--- src/rtl/wide_add_seq_if.sv ---
// wide_add_seq_if
//   Operand/result handshake bundle for the multi-cycle wide adder.
//   master : requester/consumer side (drives operands, out_ready)
//   slave  : adder side (drives in_ready, result and flags)
//   Signals: in_valid/in_ready + a, b, cin, sub   (operand channel)
//            out_valid/out_ready + s, cout, ovf   (result channel)
interface wide_add_seq_if #(
  parameter int N = 256
);
  logic         in_valid;
  logic         in_ready;
  logic [N-1:0] a;
  logic [N-1:0] b;
  logic         cin;
  logic         sub;
  logic         out_valid;
  logic         out_ready;
  logic [N-1:0] s;
  logic         cout;
  logic         ovf;

  modport master (
    output in_valid, a, b, cin, sub, out_ready,
    input  in_ready, out_valid, s, cout, ovf
  );

  modport slave (
    input  in_valid, a, b, cin, sub, out_ready,
    output in_ready, out_valid, s, cout, ovf
  );
endinterface

--- src/rtl/wide_add_seq.sv ---
// wide_add_seq
//   Multi-cycle N-bit adder/subtractor built from a single K-bit ripple
//   slice, stepped over BEATS = N/K cycles, least significant chunk first,
//   with the inter-chunk carry kept in a register.
//   Ports:
//     clk   : rising-edge clock
//     rst_n : synchronous active-low reset
//     bus   : wide_add_seq_if.slave (operand and result handshakes)
//   N must be a multiple of K, and N/K must be at least 2.
module wide_add_seq #(
  parameter int N = 256,
  parameter int K = 64
) (
  input  logic              clk,
  input  logic              rst_n,
  wide_add_seq_if.slave     bus
);
  localparam int BEATS = N / K;
  localparam int BW    = (BEATS > 1) ? $clog2(BEATS) : 1;

  typedef enum logic [1:0] {
    IDLE = 2'd0,
    RUN  = 2'd1,
    DONE = 2'd2
  } state_t;

  state_t         state_reg;
  logic [N-1:0]   opa_reg;
  logic [N-1:0]   opb_reg;
  logic [N-1:0]   s_reg;
  logic           c_reg;
  logic           cout_reg;
  logic           ovf_reg;
  logic [BW-1:0]  beat_reg;

  logic [K-1:0]   slice_a;
  logic [K-1:0]   slice_b;
  logic [K-1:0]   slice_sum;
  logic [K:0]     carry;
  logic           slice_cout;
  logic           last_beat;

  // Current chunk of each operand feeds the shared slice.
  assign slice_a   = opa_reg[beat_reg*K +: K];
  assign slice_b   = opb_reg[beat_reg*K +: K];
  assign last_beat = (beat_reg == BW'(BEATS - 1));

  // K-bit ripple slice; its carry-in is only ever the chained carry register.
  assign carry[0] = c_reg;
  generate
    for (genvar gi = 0; gi < K; gi++) begin : g_fa
      assign slice_sum[gi] = slice_a[gi] ^ slice_b[gi] ^ carry[gi];
      assign carry[gi+1]   = (slice_a[gi] & slice_b[gi]) |
                             (carry[gi] & (slice_a[gi] ^ slice_b[gi]));
    end
  endgenerate
  assign slice_cout = carry[K];

  always_ff @(posedge clk) begin
    if (!rst_n) begin
      state_reg <= IDLE;
      s_reg     <= '0;
      cout_reg  <= 1'b0;
      ovf_reg   <= 1'b0;
      c_reg     <= 1'b0;
      beat_reg  <= '0;
    end else begin
      case (state_reg)
        IDLE: begin
          if (bus.in_valid) begin
            // Subtraction is a + ~b + 1: invert b here, inject the +1 as carry.
            opa_reg   <= bus.a;
            opb_reg   <= bus.sub ? ~bus.b : bus.b;
            c_reg     <= bus.sub ? 1'b1 : bus.cin;
            beat_reg  <= '0;
            state_reg <= RUN;
          end
        end
        RUN: begin
          s_reg[beat_reg*K +: K] <= slice_sum;
          c_reg                  <= slice_cout;
          if (last_beat) begin
            cout_reg  <= slice_cout;
            // Carry into the MSB xor carry out of the MSB.
            ovf_reg   <= opa_reg[N-1] ^ opb_reg[N-1] ^ slice_sum[K-1] ^ slice_cout;
            state_reg <= DONE;
          end else begin
            beat_reg  <= beat_reg + 1'b1;
          end
        end
        DONE: begin
          if (bus.out_ready) begin
            state_reg <= IDLE;
          end
        end
        default: state_reg <= IDLE;
      endcase
    end
  end

  // Handshake outputs come from registered state; rst_n only masks in_ready
  // so nothing is taken while reset is being held.
  assign bus.in_ready  = rst_n && (state_reg == IDLE);
  assign bus.out_valid = (state_reg == DONE);
  assign bus.s         = s_reg;
  assign bus.cout      = cout_reg;
  assign bus.ovf       = ovf_reg;
endmodule

--- src/flat_wrapper.sv ---
// flat-port wrapper written by rule: the top's interface ports become plain ports
module wide_add_seq_flat 
#(
  parameter int N = 256,
  parameter int K = 64
)
  (clk, rst_n, bus_in_valid, bus_a, bus_b, bus_cin, bus_sub, bus_out_ready, bus_in_ready, bus_out_valid, bus_s, bus_cout, bus_ovf);
  wide_add_seq_if #(.N(N)) bus_i ();
  input  logic clk;
  input  logic rst_n;
  input wire logic [$bits(bus_i.in_valid)-1:0] bus_in_valid;
  input wire logic [$bits(bus_i.a)-1:0] bus_a;
  input wire logic [$bits(bus_i.b)-1:0] bus_b;
  input wire logic [$bits(bus_i.cin)-1:0] bus_cin;
  input wire logic [$bits(bus_i.sub)-1:0] bus_sub;
  input wire logic [$bits(bus_i.out_ready)-1:0] bus_out_ready;
  output wire logic [$bits(bus_i.in_ready)-1:0] bus_in_ready;
  output wire logic [$bits(bus_i.out_valid)-1:0] bus_out_valid;
  output wire logic [$bits(bus_i.s)-1:0] bus_s;
  output wire logic [$bits(bus_i.cout)-1:0] bus_cout;
  output wire logic [$bits(bus_i.ovf)-1:0] bus_ovf;
  assign bus_i.in_valid = bus_in_valid;
  assign bus_i.a = bus_a;
  assign bus_i.b = bus_b;
  assign bus_i.cin = bus_cin;
  assign bus_i.sub = bus_sub;
  assign bus_i.out_ready = bus_out_ready;
  assign bus_in_ready = bus_i.in_ready;
  assign bus_out_valid = bus_i.out_valid;
  assign bus_s = bus_i.s;
  assign bus_cout = bus_i.cout;
  assign bus_ovf = bus_i.ovf;
  wide_add_seq #(.N(N), .K(K)) u_core (.clk(clk), .rst_n(rst_n), .bus(bus_i));
endmodule
--- config.mk ---
export PLATFORM = sky130hd
export DESIGN_NAME = wide_add_seq_flat
export DESIGN_NICKNAME = d
export VERILOG_FILES = /design/src/rtl/wide_add_seq_if.sv /design/src/rtl/wide_add_seq.sv /design/src/flat_wrapper.sv
export SDC_FILE = /design/constraint.sdc
export NUM_CORES = 1
export LEC_CHECK = 0
export ABC_AREA = 1
export CAP_MARGIN = 20
export CORE_AREA = 4 4 302 304
export CTS_CLUSTER_SIZE = 20
export DETAILED_ROUTE_END_ITERATION = 8
export DIE_AREA = 0 0 306 308
export PLACE_DENSITY_LB_ADDON = 0.25
export SYNTH_ARGS = -nofsm -noshare
export SYNTH_HDL_FRONTEND = slang
export SYNTH_SLANG_ARGS = --single-unit
export TNS_END_PERCENT = 5
--- constraint.sdc ---
create_clock -name clk -period 70.1 [get_ports clk]
set_input_delay 14.02 -clock clk [delete_from_list [all_inputs] [get_ports clk]]
set_output_delay 14.02 -clock clk [all_outputs]
set_load 0.01 [all_outputs]
==> results of run 1 <==
-- per-stage QoR --
stage,setup WS (ps),area (um^2)
after floorplan,33020,33300
after global placement,39400,41700
after detailed placement,39050,41700
after CTS,39000,44500
after global routing,37760,44600
final,39330,44600
-- cell usage in the layout (no fill, tap or decap), types with 13 or more instances in the layout --
cell | netlist | routed
clkdlybuf4s50_1 | 0 | 775
edfxtp_1 | 512 | 512
nor2_1 | 434 | 432
o21ai_0 | 343 | 343
nand2_1 | 327 | 327
dfxtp_1 | 263 | 261
a21oi_1 | 259 | 259
xor2_1 | 256 | 256
o22a_1 | 108 | 108
clkbuf_16 | 0 | 87
nand3_1 | 83 | 82
fa_1 | 64 | 64
nor3_1 | 54 | 54
inv_1 | 29 | 27
buf_4 | 21 | 26
diode_2 | 0 | 23
o22ai_1 | 20 | 20
o21ai_1 | 19 | 19
clkinv_2 | 0 | 14
clkbuf_1 | 90 | 14
clkinv_1 | 0 | 13
-- final timing paths --
check / from / end / slack, ps / cells after the start
setup / recovery: u_core.beat_reg[0] / u_core.bus.ovf / 39330 / 83
hold / removal: u_core.bus.s[22] / u_core.bus.s[22] / 460 / 2
setup reg to reg: u_core.beat_reg[0] / u_core.bus.ovf / 39330 / 83
hold reg to reg: u_core.bus.s[22] / u_core.bus.s[22] / 460 / 2
-- per-layer routing --
layer  vias up  share of wire  track usage
met2      1100           0.48        0.405
li1      11800              -            -
met4        26          0.029       0.0785
met3       198          0.084       0.0584
met5         -         0.0014            0
met1     12400           0.41        0.316
-- final cells by class --
| type | count | area share |
|---|---|---|
| Tap cell | 1165 | 0.0327 |
| Clock buffer | 112 | 0.0530 |
| Multi-Input combinational cell | 1980 | 0.257 |
| Clock inverter | 43 | 0.00974 |
| Inverter | 35 | 0.00340 |
| Sequential cell | 775 | 0.463 |
| Antenna cell | 23 | 0.00129 |
| Timing Repair Buffer | 805 | 0.180 |
-- worst max-delay path: cells and delay by family (launching register included) --
kind	cells	cell delay (ps)
flops	1	530
fa+ha+maj	64	27390
buf+inv	12	1920
simple gates	4	300
compound gates	3	450
-- cell families (layout without fill, tap and decap cells) --
family	Yosys count	count (layout)	synth area share
compound gates	749	749	0.126
xor+xnor	256	256	0.0674
fa+ha+maj	70	70	0.0407
buf+inv	276	995	0.0382
flops	775	775	0.620
other cells	0	23	0
simple gates	905	905	0.108
-- power by group through the flow --
stage	combinational [uW]	sequential, uW	clock, uW
6_report	287	523	450
2_1_floorplan	140	543	0
4_1_cts	288	523	458
5_1_grt	308	525	477
3_5_place_dp	287	533	0
3_3_place_gp	285	533	0
==> out/summary.txt, run 1 <==
Outcome -> completed
Max incr delay on CP -> 740 ps
GRT Util Overall -> 0.244
DRT Pass-1 Iters -> 5
Area contributors post-synth -> edfxtp_1 46%, dfxtp_1 16%, xor2_1 6.7%, o21ai_0 5.2%, nor2_1 4.9%
TNS Setup -> 0 ps
Yosys top cell by area -> edfxtp_1
HP Class -> reg2reg
Clock Sinks -> 775
CP startpoint kind -> register
Core area -> 88200 um^2
Kind of critical path -> reg2reg
Placed cell count -> 4760
Post_cts resized -> 0
Reg clk slew, reported paths -> 60 ps
Finished Core Util -> 0.505
Post-synth top area share -> 0.462
Row Count -> 109
Layout fillers -> 7997
Final period util -> 0.439
Port-buffer cells -> 777
Critical-path top delay cell -> buf_4
Area Overhead vs Synth -> 33.9%
Pwr/cell area -> 28.3 nW/um^2
Register Area -> 20600 um^2
Number of max-cap violations -> 0
Critical path required time -> 70610 ps
Top-count cell post-synth -> edfxtp_1
CTS Buffer Depth -> 3
Cells after Synth -> 3031
Top_reg_cell synth -> edfxtp_1
Switch share -> 0.303
Post-DP HPWL -> 86700 um
Post-synthesis sequential area ratio -> 0.620
Die height -> 308 um
RSZ-0062 raised after global routing -> false
Seq pwr share -> 0.415
Post-route ant nets -> 0
DRT iter0 DRCs -> 2512
Leak -> 0.0153 uW
Crit-path most repeated cell -> fa_1
TritonCTS Buffers -> 85
CP Capture Type -> register
Finished Layout Cells -> 4938
Internal Pwr Total -> 878 uW
F_max -> 32.5 MHz
Crit path max fanout -> 117
Vias in the first global route -> 24900
Setup bufs post-CTS -> 0
Initial antenna violation count -> 36
TritonCTS clock tree -> built
Fin crit period -> 30770 ps
Distinct cells, synth -> 27
Nets -> 4270
CTS root buf -> clkbuf_16
Clock power frac -> 0.357
Async set-reset flop share out of synthesis -> 0
Final Hold Viols -> 0
Final Power -> 1260 uW
IO Pins -> 778
Worst-margin pin slew -> 1120 ps
Drt via density -> 5.17
H-tree levels -> 3
CP arrival -> 31280 ps
Mapped Area -> 33300 um^2
Worst vdd ir -> 0.0186 mV
Routed vias -> 25500
Largest net degree at the start of global routing -> 182
Gate power share -> 0.228
GR Overflow Total -> 0
Setup Viol. Count Final -> 0
WL/cell -> 24.4 um
Later-pin clock latency in the skew report -> 640 ps
Min Hold Slack -> 462 ps
Fraction of layout cells with a size suffix above 1 -> 0.0477
Final slew viol count -> 0
Yosys warns -> 0
WL final -> 121000 um
Synth Register Bits -> 775
Slew headroom -> 0.255
Max Clock Skew -> 26.6 ps
Die width -> 306 um
Area occupied by multi-input gates -> 11400 um^2
Post-synth EDFFs -> 512
Hold_buf cts -> 0
Average size of a mapped cell -> 11.0 um^2
Syn_nets -> 3619
Top cells by count, synth -> 512 x edfxtp_1, 434 x nor2_1, 343 x o21ai_0, 327 x nand2_1, 263 x dfxtp_1
First-pass GRT wire length -> 169000 um
Drt drc -> 0
Routability cong. -> 0.848
Area of the die -> 94200 um^2
Sw Pwr -> 382 uW
Initial Util -> 0.377
No activity file was read; power rests on OpenSTA's default activity.
==> run 2: changes to the inputs <==
--- a/config.mk
+++ b/config.mk
@@ -7,10 +7,10 @@
 export LEC_CHECK = 0
 export ABC_AREA = 1
 export CAP_MARGIN = 20
-export CORE_AREA = 4 4 302 304
+export CORE_AREA = 4 4 299 301
 export CTS_CLUSTER_SIZE = 20
 export DETAILED_ROUTE_END_ITERATION = 8
-export DIE_AREA = 0 0 306 308
+export DIE_AREA = 0 0 303 305
 export PLACE_DENSITY_LB_ADDON = 0.25
 export SYNTH_ARGS = -nofsm -noshare
 export SYNTH_HDL_FRONTEND = slang
==> constraint.sdc (replaced) <==
create_clock -name clk -period 27.5 [get_ports clk]
set_input_delay 5.5 -clock clk [delete_from_list [all_inputs] [get_ports clk]]
set_output_delay 5.5 -clock clk [all_outputs]
set_load 0.01 [all_outputs]
==> run 2 against run 1 <==
First-iteration DRC count shrank 9.8%. Clock power rose to 2.7 times the previous value. Register-to-register slack worse by 38000 ps. Core utilization up 1.5 points. Via count barely moved. Non-clock buffer count grew 15. Clock-buffer cell count is 4 higher. Maximum frequency up 16%. Critical path type unchanged. Largest power group unchanged.
==> out/summary.txt, run 2 (same netlist as run 1, synthesis figures left out) <==
Kind of critical path -> reg2reg
TritonCTS Buffers -> 86 (+1.2%)
Row Count -> 108 (-0.92%)
H-tree levels -> 3 (unchanged)
Routability cong. -> 0.828 (-2.4%)
Fraction of layout cells with a size suffix above 1 -> 0.0642 (+0.0164)
Pwr/cell area -> 74.1 nW/um^2 (+160%)
Drt drc -> 0 (unchanged)
IO Pins -> 778 (unchanged)
F_max -> 37.7 MHz (+16%)
CTS root buf -> clkbuf_16
CTS Buffer Depth -> 3 (unchanged)
Leak -> 0.0155 uW (+1.0%)
Largest net degree at the start of global routing -> 175 (-3.8%)
Min Hold Slack -> 462 ps (+0.546 ps)
Drt via density -> 5.16 (-0.20%)
CP arrival -> 27030 ps (-4250 ps)
Final Hold Viols -> 0 (unchanged)
Crit path max fanout -> 8 (-93%)
Slew headroom -> 0.308 (+0.0529)
Crit-path most repeated cell -> fa_2
DRT iter0 DRCs -> 2267 (-9.8%)
CP startpoint kind -> register
Die width -> 303 um (-0.98%)
Area Overhead vs Synth -> 35.5%
Routed vias -> 25600 (+0.086%)
Nets -> 4286 (+0.37%)
Reg clk slew, reported paths -> 60 ps (about the same)
Critical-path top delay cell -> fa_2
HP Class -> reg2reg
Port-buffer cells -> 777 (unchanged)
Post-DP HPWL -> 86800 um (about the same)
DRT Pass-1 Iters -> 5 (unchanged)
Worst-margin pin slew -> 1040 ps (-79.3 ps)
Core area -> 86600 um^2 (-1.8%)
TritonCTS clock tree -> built
Post-route ant nets -> 0 (unchanged)
CP Capture Type -> register
Commonest non-fill, non-tap cell in the layout -> clkdlybuf4s50_1
Critical path required time -> 27990 ps (-42620 ps)
R2R Setup Slk -> 960 ps (-38370 ps)
Initial antenna violation count -> 33 (-8.3%)
WL final -> 121000 um (+0.58%)
RSZ-0062 raised after global routing -> false
Layout fillers -> 7648 (-4.4%)
Area of the die -> 92400 um^2 (-1.9%)
Fin area -> 45100 um^2 (+1.2%)
Max Clock Skew -> 25.1 ps (-1.55 ps)
Max incr delay on CP -> 470 ps (-270 ps)
GRT Util Overall -> 0.253 (+0.00903)
Placed cell count -> 4764 (+0.084%)
Hold_buf cts -> 0 (unchanged)
Number of max-cap violations -> 0 (unchanged)
Most frequent cells in the layout -> 775 x clkdlybuf4s50_1, 512 x edfxtp_1, 432 x nor2_1
Fin crit period -> 26540 ps (-4230 ps)
Vias in the first global route -> 25000 (+0.51%)
Placement-stage cell area -> 41900 um^2 (+0.31%)
Later-pin clock latency in the skew report -> 620 ps (-20 ps)
Die height -> 305 um (-0.97%)
GR Overflow Total -> 0 (unchanged)
Final period util -> 0.965 (+0.526)
First-pass GRT wire length -> 172000 um (+2.1%)
WL/cell -> 24.5 um (+0.29%)
Worst vdd ir -> 0.0589 mV (+220%)
Outcome -> completed
Setup Viol. Count Final -> 0 (unchanged)
Finished Layout Cells -> 4952 (+0.28%)
Initial Util -> 0.384 (+0.00706)
Final slew viol count -> 0 (unchanged)
Clock Sinks -> 775 (unchanged)
==> run 2: cell types whose count changed in the layout (fill, tap and decap cells not counted), moves of 6 or more <==
cell       change
buf_4         +11
bufinv_16      +7
clkbuf_16      +6
fa_1          -49
fa_2          +49
==> run 2: final timing paths <==
kind | start | end | cells past startpoint
worst min-delay path | u_core.bus.s[210] | u_core.bus.s[210] | 2
worst max-delay path | u_core.beat_reg[0] | u_core.bus.ovf | 81
worst min register to register | u_core.bus.s[210] | u_core.bus.s[210] | 2
worst max register to register | u_core.beat_reg[0] | u_core.bus.ovf | 81
==> run 2: final cells by class <==
type                    instances  area [um^2]  area share
well taps                    1155         1450      0.0320
repair buffers                820         8180       0.181
diodes                         26         65.1     0.00144
flip-flops and latches        775        20600       0.458
clock inverters                45          559      0.0124
clock buffers                 116         2480      0.0551
multi-input cells            1980        11600       0.256
inverters                      35          151     0.00336
==> run 2: power breakdown <==
group          internal, uW  total [uW]  leakage [uW]  switching, uW
Clock                   755        1230       0.00148            479
Sequential             1310        1330       0.00688           20.6
Combinational           294         776       0.00711            482
==> run 2: through the flow <==
step | setup TNS [ps] | setup WS, ps | power (uW) | util
2_1_floorplan | -8880 | -1030 | 1730 | -
3_3_place_gp | -25400 | -1820 | 2090 | 0.483
3_5_place_dp | -35900 | -2140 | 2100 | 0.483
4_1_cts | 0 | 56.7 | 3350 | 0.519
5_1_grt | 0 | 27.5 | 3460 | 0.520
6_report | 0 | 957 | 3340 | 0.521
==> run 2: timing repair <==
item                                    4_1_cts  5_1_grt
pin swaps                                     7        6
cloned                                        0        0
hold endpoints to repair                      0        0
resized for setup                            32       18
endpoints found under the setup margin       31       11
buffers inserted                              0        1
==> run 2: metal layers <==
layer | routed length, um | GRT usage | vias to the layer above
li1 | - | - | 11900
met2 | 58300 | 0.412 | 1032
met5 | 103 | 0 | -
met3 | 8690 | 0.0475 | 173
met1 | 51100 | 0.342 | 12500
met4 | 3100 | 0.0804 | 16
==> run 2: critical path: cells and delay by family, from the launching register on <==
family                     cells  cell delay, ps
and+or+nand+nor                4             280
AOI/OAI and AO/OA              3             370
adders and majority gates     64           24610
buffers and inverters         10             730
DFF                            1             420
